**src/rtl/bnn_pe_array_param_if.sv**
```systemverilog
// Handshake bundle for the binary PE array: one input stream (weights, then
// activations) and one result stream carrying per-row psums and sign bits.
interface bnn_pe_array_param_if #(
    parameter int VEC    = 27,
    parameter int ROWS   = 3,
    parameter int PSUM_W = 8
);
    logic [VEC-1:0]         data_in;
    logic                   in_valid;
    logic                   in_ready;
    logic                   reload_in;
    logic                   out_valid;
    logic                   out_ready;
    logic [ROWS-1:0]        out_sign;
    logic [ROWS*PSUM_W-1:0] out_psum;

    modport master (
        output data_in, in_valid, reload_in, out_ready,
        input  in_ready, out_valid, out_sign, out_psum
    );

    modport slave (
        input  data_in, in_valid, reload_in, out_ready,
        output in_ready, out_valid, out_sign, out_psum
    );
endinterface

```
**src/rtl/bnn_pe_array_param.sv**
```systemverilog
// Weight-stationary XNOR-popcount PE array: loads ROWS x COLS weight words, streams
// COLS-word activation windows, and emits one signed psum and sign bit per row.
module bnn_pe_array_param #(
    parameter int VEC    = 27,
    parameter int ROWS   = 3,
    parameter int COLS   = 3,
    parameter int PSUM_W = 8
) (
    input  logic                 clk_in,
    input  logic                 rst_in,
    bnn_pe_array_param_if.slave  bus
);
    localparam int RW = (ROWS > 1) ? $clog2(ROWS) : 1;
    localparam int CW = (COLS > 1) ? $clog2(COLS) : 1;
    localparam logic [RW-1:0] ROW_LAST = RW'(ROWS - 1);
    localparam logic [CW-1:0] COL_LAST = CW'(COLS - 1);

    // The psum must hold +/-COLS*VEC without wrapping.
    if ((2 ** (PSUM_W - 1)) <= (COLS * VEC)) begin : g_psum_w_check
        $error("bnn_pe_array_param: PSUM_W too small for COLS*VEC");
    end

    typedef enum logic [1:0] {LOAD_W, LOAD_A, COMP, OUT} state_e;

    state_e             state_q;
    logic [RW-1:0]      row_q;
    logic [CW-1:0]      col_q;
    logic [VEC-1:0]     weight_q [ROWS][COLS];
    logic [VEC-1:0]     act_q    [COLS];
    logic [PSUM_W-1:0]  psum_q   [ROWS];
    logic               in_ready_q;
    logic               out_valid_q;

    logic [PSUM_W-1:0]  ones_d;
    logic [PSUM_W-1:0]  psum_d;

    // Row psum = 2*matches - COLS*VEC; the width check above makes the
    // modular PSUM_W-bit arithmetic exact.
    always_comb begin
        // NOTE: every always_comb output gets a default first so no latch is inferred.
        ones_d = '0;
        for (int c = 0; c < COLS; c++) begin
            ones_d = ones_d + PSUM_W'($countones(~(weight_q[row_q][c] ^ act_q[c])));
        end
        psum_d = (ones_d << 1) - PSUM_W'(COLS * VEC);
    end

    always_ff @(posedge clk_in) begin
        if (rst_in) begin
            state_q     <= LOAD_W;
            row_q       <= '0;
            col_q       <= '0;
            in_ready_q  <= 1'b1;
            out_valid_q <= 1'b0;
            // NOTE: the storage arrays are cleared on reset on purpose, so a stale
            // window can never leak into the first result after reset.
            for (int r = 0; r < ROWS; r++) begin
                psum_q[r] <= '0;
                for (int c = 0; c < COLS; c++) begin
                    weight_q[r][c] <= '0;
                end
            end
            for (int c = 0; c < COLS; c++) begin
                act_q[c] <= '0;
            end
        end else begin
            case (state_q)
                LOAD_W: begin
                    if (bus.in_valid) begin
                        weight_q[row_q][col_q] <= bus.data_in;
                        if (col_q == COL_LAST) begin
                            col_q <= '0;
                            if (row_q == ROW_LAST) begin
                                row_q   <= '0;
                                state_q <= LOAD_A;
                            end else begin
                                row_q <= row_q + 1'b1;
                            end
                        end else begin
                            col_q <= col_q + 1'b1;
                        end
                    end
                end
                LOAD_A: begin
                    if (bus.in_valid) begin
                        act_q[col_q] <= bus.data_in;
                        if (col_q == COL_LAST) begin
                            col_q      <= '0;
                            row_q      <= '0;
                            in_ready_q <= 1'b0;
                            state_q    <= COMP;
                        end else begin
                            col_q <= col_q + 1'b1;
                        end
                    end
                end
                COMP: begin
                    psum_q[row_q] <= psum_d;
                    if (row_q == ROW_LAST) begin
                        row_q       <= '0;
                        out_valid_q <= 1'b1;
                        state_q     <= OUT;
                    end else begin
                        row_q <= row_q + 1'b1;
                    end
                end
                OUT: begin
                    if (bus.out_ready) begin
                        out_valid_q <= 1'b0;
                        in_ready_q  <= 1'b1;
                        col_q       <= '0;
                        row_q       <= '0;
                        state_q     <= bus.reload_in ? LOAD_W : LOAD_A;
                    end
                end
                default: state_q <= LOAD_W;
            endcase
        end
    end

    assign bus.in_ready  = in_ready_q;
    assign bus.out_valid = out_valid_q;

    for (genvar r = 0; r < ROWS; r++) begin : g_out
        assign bus.out_psum[r*PSUM_W +: PSUM_W] = psum_q[r];
        assign bus.out_sign[r]                  = psum_q[r][PSUM_W-1];
    end
endmodule

```
**src/flat_wrapper.sv**
```systemverilog
// flat-port wrapper written by rule: the top's interface ports become plain ports
module bnn_pe_array_param_flat 
#(
    parameter int VEC    = 27,
    parameter int ROWS   = 3,
    parameter int COLS   = 3,
    parameter int PSUM_W = 8
)
  (clk_in, rst_in, bus_data_in, bus_in_valid, bus_reload_in, bus_out_ready, bus_in_ready, bus_out_valid, bus_out_sign, bus_out_psum);
  bnn_pe_array_param_if #(.VEC(VEC), .ROWS(ROWS), .PSUM_W(PSUM_W)) bus_i ();
  input  logic clk_in;
  input  logic rst_in;
  input wire logic [$bits(bus_i.data_in)-1:0] bus_data_in;
  input wire logic [$bits(bus_i.in_valid)-1:0] bus_in_valid;
  input wire logic [$bits(bus_i.reload_in)-1:0] bus_reload_in;
  input wire logic [$bits(bus_i.out_ready)-1:0] bus_out_ready;
  output wire logic [$bits(bus_i.in_ready)-1:0] bus_in_ready;
  output wire logic [$bits(bus_i.out_valid)-1:0] bus_out_valid;
  output wire logic [$bits(bus_i.out_sign)-1:0] bus_out_sign;
  output wire logic [$bits(bus_i.out_psum)-1:0] bus_out_psum;
  assign bus_i.data_in = bus_data_in;
  assign bus_i.in_valid = bus_in_valid;
  assign bus_i.reload_in = bus_reload_in;
  assign bus_i.out_ready = bus_out_ready;
  assign bus_in_ready = bus_i.in_ready;
  assign bus_out_valid = bus_i.out_valid;
  assign bus_out_sign = bus_i.out_sign;
  assign bus_out_psum = bus_i.out_psum;
  bnn_pe_array_param #(.VEC(VEC), .ROWS(ROWS), .COLS(COLS), .PSUM_W(PSUM_W)) u_core (.clk_in(clk_in), .rst_in(rst_in), .bus(bus_i));
endmodule
```
**config.mk**
```make
export PLATFORM = sky130hd
export DESIGN_NAME = bnn_pe_array_param_flat
export DESIGN_NICKNAME = d
export VERILOG_FILES = /design/src/rtl/bnn_pe_array_param_if.sv /design/src/rtl/bnn_pe_array_param.sv /design/src/flat_wrapper.sv
export SDC_FILE = /design/constraint.sdc
export NUM_CORES = 1
export LEC_CHECK = 0
export CAP_MARGIN = 25
export CORE_MARGIN = 2
export CORE_UTILIZATION = 50
export CTS_CLUSTER_DIAMETER = 50
export CTS_CLUSTER_SIZE = 20
export DETAILED_ROUTE_END_ITERATION = 6
export HOLD_SLACK_MARGIN = 0.06
export PLACE_DENSITY = 0.81
export RECOVER_POWER = 25
export SLEW_MARGIN = 20
export SYNTH_ARGS = -nofsm -noshare
export SYNTH_HDL_FRONTEND = slang
export SYNTH_SLANG_ARGS = --single-unit
export TNS_END_PERCENT = 1
```
**constraint.sdc**
```tcl
create_clock -name clk_in -period 7.35 [get_ports clk_in]
set_input_delay 0.735 -clock clk_in [delete_from_list [all_inputs] [get_ports clk_in]]
set_output_delay 0.735 -clock clk_in [all_outputs]
set_load 0.005 [all_outputs]
```
== Word-level counts from Yosys, hierarchy flattened ==
Memories as Yosys holds them, arrays and structs flattened. A register that Yosys moved wholly into a read port is not among the register bits.
Cells that the tools add are included.
Cells by class
  $add $sub $neg: 83
  order comparisons: 2
  eq/ne operators: 13
  muxes and demuxes: 51
  bitwise operators: 7
  reduce and logical (&&, ||, !) cells: 14
Operator list (count)
  $add A7 B7 Y7: 38
  $mux W81: 3
  $not A27 Y27: 3
  $reduce_or A81 Y1: 1
  $xor A27 B27 Y27: 3
  $add A1 B1 Y2: 39
  $demux W27 S2: 1
  $mux W27: 2
  $mux W2: 20
  $reduce_or A27 Y1: 1
  $add A7 B1 Y7: 3
  $mux W1: 19
  $pmux W2 S4: 2
  $ne A2 B1 Y1 const B: 5
  $eq A2 B2 Y1 const B: 4
  $mux W8: 1
  $reduce_or A8 Y1: 1
  $sub A8 B7 Y8 const B: 1
  $reduce_and A7 Y1: 1
  $ne A2 B2 Y1 const B: 3
  $reduce_and A3 Y1: 2
  $reduce_bool A2 Y1: 3
  $reduce_and A5 Y1: 1
  $add A2 B1 Y2 const B: 2
  other kinds (10): 11
Storage, ports and cells
  register bits: 8
  bits in writable memories: 348
  input port bits: 32
  output and inout port bits: 29
  word-level logic and storage cells: 178
  memories: 3
Memory list
  u_core.weight_q: words 3, bits a word 81, rd ports 1, clocked after memory_dff 1, write ports 3, line bnn_pe_array_param.sv:28  | logic [VEC-1:0] weight_q [ROWS][COLS];
  u_core.act_q: words 3, bits a word 27, rd ports 3, clocked after memory_dff 0, write ports 3, line bnn_pe_array_param.sv:29  | logic [VEC-1:0] act_q [COLS];
  u_core.psum_q: words 3, bits a word 8, rd ports 3, clocked after memory_dff 0, write ports 3, line bnn_pe_array_param.sv:30  | logic [PSUM_W-1:0] psum_q [ROWS];

== Logic depth before layout (Yosys ltp) ==
Gate-level depths: netlist (run 1).
An unclocked memory read counts as a cell.
  word-level depth: 12
  mapped depth: 29
  mapped depth without buffers: 27

== Least setup slack after synthesis (run 1) ==
Ideal clock, no wire load.
  path type: register to register
  start: reg (tool-made name)
  end: mem u_core.psum_q[2][7] (data pin)
  arrival time: 7.835 ns
  data required time: 7.201 ns
  setup slack: -0.634 ns
  stages on the path, launching flop included: 28
  buffers on the path: 2
  path through: dfxtp_1 > clkbuf_1 > buf_2 > mux4_2 > xnor2_1 > ha_1 > inv_1 > fa_1 > fa_1 > inv_1 > fa_1 > inv_1 > fa_1 > inv_1 > fa_1 > inv_1 > fa_1 > fa_1 > fa_1 > inv_1 > ha_1 > inv_1 > fa_1 > xor2_1 > a21oi_2 > o21ba_1 > or4_4 > a21oi_1
RTL lines (line)
  end: declaration: bnn_pe_array_param.sv:30

==> results of run 1 <==
[stage by stage]
step / worst slack (ns) / cells / setup TNS, ns
2_1_floorplan: -0.180 / 1376 / -0.537
3_3_place_gp: -0.464 / 1983 / -4.80
3_5_place_dp: -0.615 / 1984 / -6.65
4_1_cts: -0.561 / 2065 / -5.78
5_1_grt: -0.839 / 2092 / -9.15
6_report: -0.634 / 2092 / -5.83
[cells in the mapped netlist (8+ instances only)]
master | n | area [um2]
dfxtp_1 | 10 | 200
or2_2 | 8 | 50.1
xnor2_1 | 83 | 727
clkbuf_1 | 27 | 101
buf_2 | 17 | 85.1
edfxtp_1 | 429 | 12900
nand2b_1 | 13 | 81.3
mux4_2 | 81 | 1820
inv_1 | 153 | 574
nor2_1 | 119 | 447
ha_1 | 59 | 738
a21oi_1 | 9 | 45.0
and2_1 | 190 | 1190
fa_1 | 77 | 1540
nand2_1 | 41 | 154
[routing by layer]
layer / GRT usage / vias up / share of wire
met5: 0 / - / 0
met4: 0.0968 / 0 / 0.034
met3: 0.0429 / 117 / 0.084
met2: 0.393 / 581 / 0.50
met1: 0.322 / 6082 / 0.39
li1: - / 5078 / -
[final cells by class]
cell class                      count  share of cell area
Sequential cell                   439               0.526
Multi-Input combinational cell    734               0.304
Timing Repair Buffer              157              0.0647
Clock buffer                       42              0.0414
Tap cell                          539              0.0271
Inverter                          153              0.0231
Clock inverter                     28              0.0138
[timing repair]
item,4_1_cts,5_1_grt
cloned,2,2
endpoints found under the setup margin,15,15
buffers inserted,9,25
resized for setup,13,49
hold buffers,0,0
pin swaps,3,40
[worst max-delay path, stage by stage (launching register included)]
cell and delay [ns]:
dfxtp_4 0.42, buf_12 0.14, clkbuf_16 0.16, mux4_2 0.53, xnor2_2 0.16, ha_1 0.29, inv_1 0.09, fa_1 0.57
inv_1 0.06, fa_2 0.34, fa_1 0.54, inv_1 0.06, fa_1 0.50, fa_1 0.53, inv_1 0.06, fa_1 0.48
fa_1 0.51, inv_2 0.04, fa_1 0.45, inv_1 0.08, ha_2 0.19, inv_2 0.04, fa_2 0.36, xor2_2 0.17
a21oi_2 0.14, o21ba_4 0.17, or4_4 0.57, a21oi_2 0.16
[worst min-delay path by stage]
stage	from	endpoint	slack [ns]	depth (start not counted)
final	u_core.state_q[0]$_SDFFE_PP0P_	u_core.state_q[0]$_SDFFE_PP0P_	0.55	2
after global routing	u_core.bus.out_valid$_SDFFE_PP0P_	u_core.bus.out_valid$_SDFFE_PP0P_	0.59	2
after CTS	u_core.state_q[0]$_SDFFE_PP0P_	u_core.state_q[0]$_SDFFE_PP0P_	0.55	2
after detailed placement	u_core.bus.out_valid$_SDFFE_PP0P_	u_core.bus.out_valid$_SDFFE_PP0P_	0.54	2
after global placement	u_core.state_q[0]$_SDFFE_PP0P_	u_core.state_q[0]$_SDFFE_PP0P_	0.52	2
after floorplan	u_core.state_q[0]$_SDFFE_PP0P_	u_core.state_q[0]$_SDFFE_PP0P_	0.50	2
[kinds of logic (layout without fill, tap and decap cells)]
family / count (synthesis) / after routing / synth area share
flops: 439 / 439 / 0.619
simple gates: 398 / 398 / 0.101
buf+inv: 203 / 380 / 0.0380
fa+ha+maj: 136 / 136 / 0.108
xor+xnor: 87 / 87 / 0.0361
mux: 85 / 85 / 0.0883
compound gates: 28 / 28 / 0.00954
[sequential cells by signal (all words and copies together) (netlist names), named ones only]
name and cells:
u_core.act_q 81, u_core.row_q 2, u_core.col_q 2, u_core.bus.out_valid 1, u_core.weight_q 324, u_core.psum_q 24, u_core.bus.in_ready 1, u_core.state_q 2
[placed cells by master (no fill, tap or decap), types with 4 or more instances in the layout]
cell / instances
a21oi_1: 6
a21oi_2: 5
and2_0: 54
and2_1: 136
buf_12: 15
buf_4: 62
bufinv_16: 4
clkbuf_1: 10
clkbuf_16: 43
clkdlybuf4s50_1: 29
clkinv_4: 5
dfxtp_1: 8
dlygate4sd3_1: 31
edfxtp_1: 429
fa_1: 62
fa_2: 15
ha_1: 52
ha_2: 4
inv_1: 136
inv_2: 17
inv_6: 6
inv_8: 5
mux4_2: 81
nand2_1: 41
nand2b_1: 13
nor2_1: 116
nor2b_1: 6
nor3_4: 4
or2_2: 8
xnor2_1: 64
xnor2_2: 18
==> run metrics, run 1 <==
Routed WL per cell=25.0 um; Worst setup EP type=register; Final Util=0.595; Clock Tree Root=clkbuf_16; Die Y=210 um; register area=13100 um2; gr usage total=0.240; RSZ-0062 raised after global routing=true; core area=41900 um2; initial antenna violation count=1; Max-slew headroom=-0.756; cell row count=75; final slew viol count=229; sequential share of the synthesized area=0.619; worst-case reg-to-reg path depth=27; post-DR vias/cell=5.67; Post-synth ARST share=0; crit path to=u_core.psum_q[2][7]$_SDFFCE_PN0P_; Post-synth EDFFs=429; Area after DPL=22800 um2; final hold slack=0.546 ns; clock buffer depth=3; Layout fillers=3026; CTS clock-pin slew for the worst setup and hold paths=0.07 ns; Multi-input gate area=7570 um2; Initial Util=0.505; worst-margin pin slew=2.63 ns; Synth Warn #=0; Layout Skew=0.0140 ns; worst r2r dst=u_core.psum_q[2][7]$_SDFFCE_PN0P_; final worst slack=-0.634 ns; grt total ovfl=0; DPL Wire Length=31.8 mm; first-pass GRT wire length=75.8 mm; share of layout cells above drive strength 1=0.214; Worst EP required=7.77 ns; CP Launch Type=register; largest net degree at the start of global routing=29; Syn Area/Cell=15.4 um2; WS Path Type=register to register; final worst-path cycle share=1.09; status=finished with violations; vias in the first global route=12133; DRC=0; Yosys reg bits=439; count of input and output buffers=60; final hold violations=0; number of buffers created by CTS=39; num ports=61; Clock Latency Late Sink=0.57 ns; endpoints failing setup=15; Sink Count=439; ANT nets after route=0; failing checks=capacitance limit, slew limit, setup timing; die width=210 um; minimum clock period after layout=7.98 ns; Critical Path AT=8.40 ns; nets@finish=1692; CTS tree=built; HP Class=register to register; initial DRC count=1466; drt total wl=52.3 mm; Die ar.=43900 um2; Antenna diodes=0; Synth cell types=48; via count=11858; Mapped Cells=1376; R2R setup slack=-0.63 ns; routability cong.=0.899; syn nets=1544; H-tree Lvls=2; max-cap violations=8; Most used DFF post-synth=edfxtp_1; drt first pass iters=6; Fmax=125 MHz; crit path max fanout=7; Area growth, synth to finish=17.8%; Netlist Area Pre-Place=21100 um2; Final Instance Area=24900 um2
Power of run 1 is not shown: default switching activity piles up to over one toggle a cycle in this logic, so the estimate is an artifact.
==> run 2, diff against run 1 <==
--- a/config.mk
+++ b/config.mk
@@ -14,7 +14,7 @@
 export HOLD_SLACK_MARGIN = 0.06
 export PLACE_DENSITY = 0.81
 export RECOVER_POWER = 25
-export SLEW_MARGIN = 20
+export SLEW_MARGIN = 40
 export SYNTH_ARGS = -nofsm -noshare
 export SYNTH_HDL_FRONTEND = slang
 export SYNTH_SLANG_ARGS = --single-unit
==> run metrics, run 2 (synthesized netlist as in run 1, its figures left out) <==
hold path cells=2; share of layout cells above drive strength 1=0.181; crit path max fanout=10; Biggest register=u_core.weight_q; Worst setup EP type=register; RSZ-0062 raised after global routing=true; worst-case reg-to-reg path depth=28; Area after DPL=22900 um2; failing checks=capacitance limit, slew limit, setup timing; die width=210 um; number of buffers created by CTS=38; core area=41900 um2; status=finished with violations; H-tree Lvls=2; final hold violations=0; Clock Tree Root=clkbuf_16; WS Path Type=register to register; Crit path depth=28; Post-Place Setup Slack=-0.620 ns; worst-margin pin slew=2.01 ns; final worst slack=-0.605 ns; grt total ovfl=0; most frequent cells in the layout=edfxtp_1, inv_1, nor2_1, and2_1, and2_0; Initial Util=0.505; Sink Count=439; via count=11768; Layout Cells excl Fill=2076; CP delay by family, top=adder cells; count of input and output buffers=60; Critical Path AT=8.37 ns; Worst EP required=7.76 ns; minimum clock period after layout=7.96 ns; num ports=61; DRC=0; commonest non-fill, non-tap cell in the layout=edfxtp_1; routability cong.=0.899; Buf/Inv on CP=10; Fmax=126 MHz; Clock Latency Late Sink=0.57 ns; vias in the first global route=12322; first-pass GRT wire length=77.8 mm; cell row count=75; max-cap violations=7; largest net degree at the start of global routing=29; Top Registers=u_core.weight_q (324), u_core.act_q (81), u_core.psum_q (24); Layout Skew=0.0271 ns; initial DRC count=1578; Die Y=210 um; HP Class=register to register; drt total wl=52.3 mm; ANT nets after route=0; post-DR vias/cell=5.67; CTS tree=built; cell mode on critical path=fa_1; Area growth, synth to finish=16.2%; drt first pass iters=5; Worst path max stage delay=0.54 ns; final worst-path cycle share=1.08; gr usage total=0.245; clock buffer depth=3; final slew viol count=202; max reg flops=324; initial antenna violation count=1; final hold slack=0.548 ns; Routed WL per cell=25.2 um; CTS clock-pin slew for the worst setup and hold paths=0.08 ns; Die ar.=43900 um2; CP Launch Type=register; endpoints failing setup=15; nets@finish=1675; critical path's slowest cell=fa_1; Max-slew headroom=-0.342; DPL Wire Length=31.8 mm; Final Instance Area=24600 um2; dpl cells=1985
## run 2: changes by cell type in the layout (fill, tap and decap cells not counted), sizes merged
cell,delta
clkbuf,-4
bufbuf,+2
inv,-1
buf,-15
diode,+1
clkinvlp,+1
## run 2: metrics by stage
step	setup TNS [ns]	utilization
after global routing	-10.07	0.587
after floorplan	-0.537	-
after detailed placement	-6.75	0.546
after global placement	-4.80	0.545
final	-6.32	0.587
after CTS	-6.17	0.587
## run 2: what timing repair did
action	CTS	global route
endpoints found under the setup margin	15	18
pin swaps	7	2
endpoints found under the hold margin	0	0
gates resized for setup	14	7
gates cloned	4	0
hold buffers	0	0
buffers inserted	17	0
## run 2: layout make-up
cell class | instances | area, um2
clock buffers | 41 | 983
multi-input cells | 734 | 7440
flip-flops and latches | 439 | 13100
fillers | 3078 | 17300
diodes | 1 | 2.50
well taps | 539 | 674
inverters | 153 | 574
repair buffers | 141 | 1450
clock inverters | 28 | 330
## run 2: path summary, 6_finish.rpt
check                           slack [ns]                           start                                end
worst max register to register       -0.61                        register  u_core.psum_q[2][7]$_SDFFCE_PN0P_
worst min register to register        0.55  u_core.state_q[0]$_SDFFE_PP0P_     u_core.state_q[0]$_SDFFE_PP0P_
worst min-delay path                  0.55  u_core.state_q[0]$_SDFFE_PP0P_     u_core.state_q[0]$_SDFFE_PP0P_
worst max-delay path                 -0.61                        register  u_core.psum_q[2][7]$_SDFFCE_PN0P_
## run 2: metal layers
layer / global-route usage / vias to the layer above / share of wire
met5: 0 / - / 0
met4: 0.0871 / 0 / 0.033
met3: 0.0422 / 106 / 0.080
met2: 0.412 / 568 / 0.50
met1: 0.326 / 6050 / 0.39
li1: - / 5044 / -
## run 2: worst register-to-register path, delay by kind of cell, from the launching register on
family          cells  cell delay, ns
compound gates      3            0.45
xor+xnor            2            0.33
fa+ha+maj          11            4.75
buf+inv            10            0.90
flops               1            0.38
mux                 1            0.49
simple gates        1            0.51
Power of run 2 is left out for the same reason.
==> run 3, diff against run 2 <==
--- a/config.mk
+++ b/config.mk
@@ -6,14 +6,17 @@
 export NUM_CORES = 1
 export LEC_CHECK = 0
 export CAP_MARGIN = 25
+export CELL_PAD_IN_SITES_DETAIL_PLACEMENT = 0
+export CELL_PAD_IN_SITES_GLOBAL_PLACEMENT = 1
 export CORE_MARGIN = 2
-export CORE_UTILIZATION = 50
+export CORE_UTILIZATION = 48
 export CTS_CLUSTER_DIAMETER = 50
 export CTS_CLUSTER_SIZE = 20
 export DETAILED_ROUTE_END_ITERATION = 6
 export HOLD_SLACK_MARGIN = 0.06
 export PLACE_DENSITY = 0.81
 export RECOVER_POWER = 25
+export SKIP_LAST_GASP = 1
 export SLEW_MARGIN = 40
 export SYNTH_ARGS = -nofsm -noshare
 export SYNTH_HDL_FRONTEND = slang
==> run metrics, run 3 (synthesized netlist as in run 1, its figures left out) <==
status=finished with violations; failing checks=capacitance limit, slew limit, setup timing; max reg flops=324; crit path max fanout=7; grt total ovfl=0; Worst setup EP type=register; Multi-input gate area=7430 um2; Die Y=214 um; WS Path Type=register to register; Final Instance Area=24700 um2; final slew viol count=212; Crit path depth=24; Clock Tree Root=clkbuf_16; post-DR vias/cell=5.40; Sink Count=439; cell mode on critical path=fa_1; Layout fillers=3361; drt total wl=52.7 mm; Worst Hold Endpoint=u_core.bus.out_valid$_SDFFE_PP0P_; worst-case reg-to-reg path depth=24; CTS clock-pin slew for the worst setup and hold paths=0.06 ns; DPL Wire Length=31.8 mm; crit-path cells=buf_12, buf_8, buf_4, mux4_2, xnor2_2, ha_1, fa_1, fa_1, fa_1, inv_1, fa_1, inv_1, fa_1, fa_1, fa_1, inv_1, fa_1, inv_1, ha_1, a211oi_2, nor2_2, o21ba_4, or4_4, a21oi_2; endpoints failing setup=15; Worst path max stage delay=0.59 ns; Area after DPL=23000 um2; vias in the first global route=12005; HP Class=register to register; commonest non-fill, non-tap cell in the layout=edfxtp_1; share of layout cells above drive strength 1=0.189; num ports=61; CP delay by family, top=adder cells; RSZ-0062 raised after global routing=true; number of buffers created by CTS=44; gr usage total=0.242; hold-fix buffer count after cts=0; clock buffer depth=3; initial DRC count=1241; CP Launch Type=register; nets@finish=1679; critical path's slowest cell=fa_1; worst-margin pin slew=2.56 ns; hold path cells=2; Routed WL per cell=24.7 um; cell row count=76; Max-slew headroom=-0.709; core area=43300 um2; final worst-path cycle share=1.08; Critical Path AT=8.33 ns; final hold violations=0; CTS tree=built; H-tree Lvls=2; Biggest register=u_core.weight_q; Fmax=126 MHz; initial antenna violation count=0; register area=13100 um2; Worst EP required=7.77 ns; Area growth, synth to finish=17.0%; DRC=0; final worst slack=-0.567 ns; count of input and output buffers=60; Die ar.=45700 um2; R2R setup slack=-0.57 ns; most frequent cells in the layout=edfxtp_1, inv_1, and2_1, nor2_1, mux4_2; drt first pass iters=6; via count=11520; ANT nets after route=0; Clock Latency Late Sink=0.59 ns; max-cap violations=8; Top Registers=u_core.weight_q (324), u_core.act_q (81), u_core.psum_q (24); largest net degree at the start of global routing=29; Initial Util=0.488; die width=214 um; Layout Skew=0.0247 ns; routability cong.=0.843; first-pass GRT wire length=77.7 mm; minimum clock period after layout=7.92 ns; worst r2r dst=u_core.psum_q[1][7]$_SDFFCE_PN0P_; worst min-delay path startpoint=u_core.bus.out_valid$_SDFFE_PP0P_; Buf/Inv on CP=7
[run 3: cell types whose count changed in the layout (fill, tap and decap cells not counted), sizes merged]
cell	change
clkbuf	+6
bufinv	-3
inv	+5
clkinvlp	-1
bufbuf	-2
clkinv	+5
[run 3: worst max-delay path by stage]
stage	start	endpoint	slack, ns
floorplan	register	u_core.psum_q[2][7]$_SDFFCE_PN0P_	-0.18
global placement	register	u_core.psum_q[1][7]$_SDFFCE_PN0P_	-0.55
detailed placement	register	u_core.psum_q[1][7]$_SDFFCE_PN0P_	-0.60
CTS	register	u_core.psum_q[1][7]$_SDFFCE_PN0P_	-0.55
global route	register	u_core.psum_q[1][7]$_SDFFCE_PN0P_	-0.79
finish	register	u_core.psum_q[1][7]$_SDFFCE_PN0P_	-0.57
[run 3: layer usage]
metal  part of all wire  wire length, um  track usage
met1               0.40            21300        0.319
met2               0.50            26500        0.412
met3              0.064             3370       0.0401
met4              0.029             1530       0.0814
met5                  0                0            0
[run 3: timing repair]
action | 4_1_cts | 5_1_grt
endpoints found under the hold margin | 0 | 0
cloned | 2 | 0
resized for setup | 23 | 3
setup endpoints to repair | 15 | 15
setup buffers | 10 | 1
pin swaps | 25 | 0
[run 3: metrics by stage]
stage / worst slack [ns] / hold WS, ns / cells / TNS (ns) / util
after global routing: -0.790 / 0.555 / 2131 / -8.33 / 0.571
after CTS: -0.552 / 0.544 / 2130 / -4.57 / 0.572
after global placement: -0.549 / 0.511 / 2037 / -5.79 / 0.530
after floorplan: -0.180 / 0.499 / 1376 / -0.537 / -
after detailed placement: -0.597 / 0.533 / 2037 / -5.67 / 0.531
final: -0.567 / 0.530 / 2132 / -4.63 / 0.571
[run 3: layout make-up]
type | count | area share
clock buffers | 47 | 0.0459
inverters | 153 | 0.0232
diodes | 1 | 0.000101
well taps | 585 | 0.0296
multi-input cells | 734 | 0.301
clock inverters | 34 | 0.0150
repair buffers | 139 | 0.0558
flip-flops and latches | 439 | 0.530
[run 3: worst min-delay path, delay by kind of cell, from the launching register on]
| family | cells | cell delay (ns) |
|---|---|---|
| simple gates | 1 | 0.07 |
| compound gates | 1 | 0.08 |
| flops | 1 | 0.35 |
Power of run 3 is left out for the same reason.
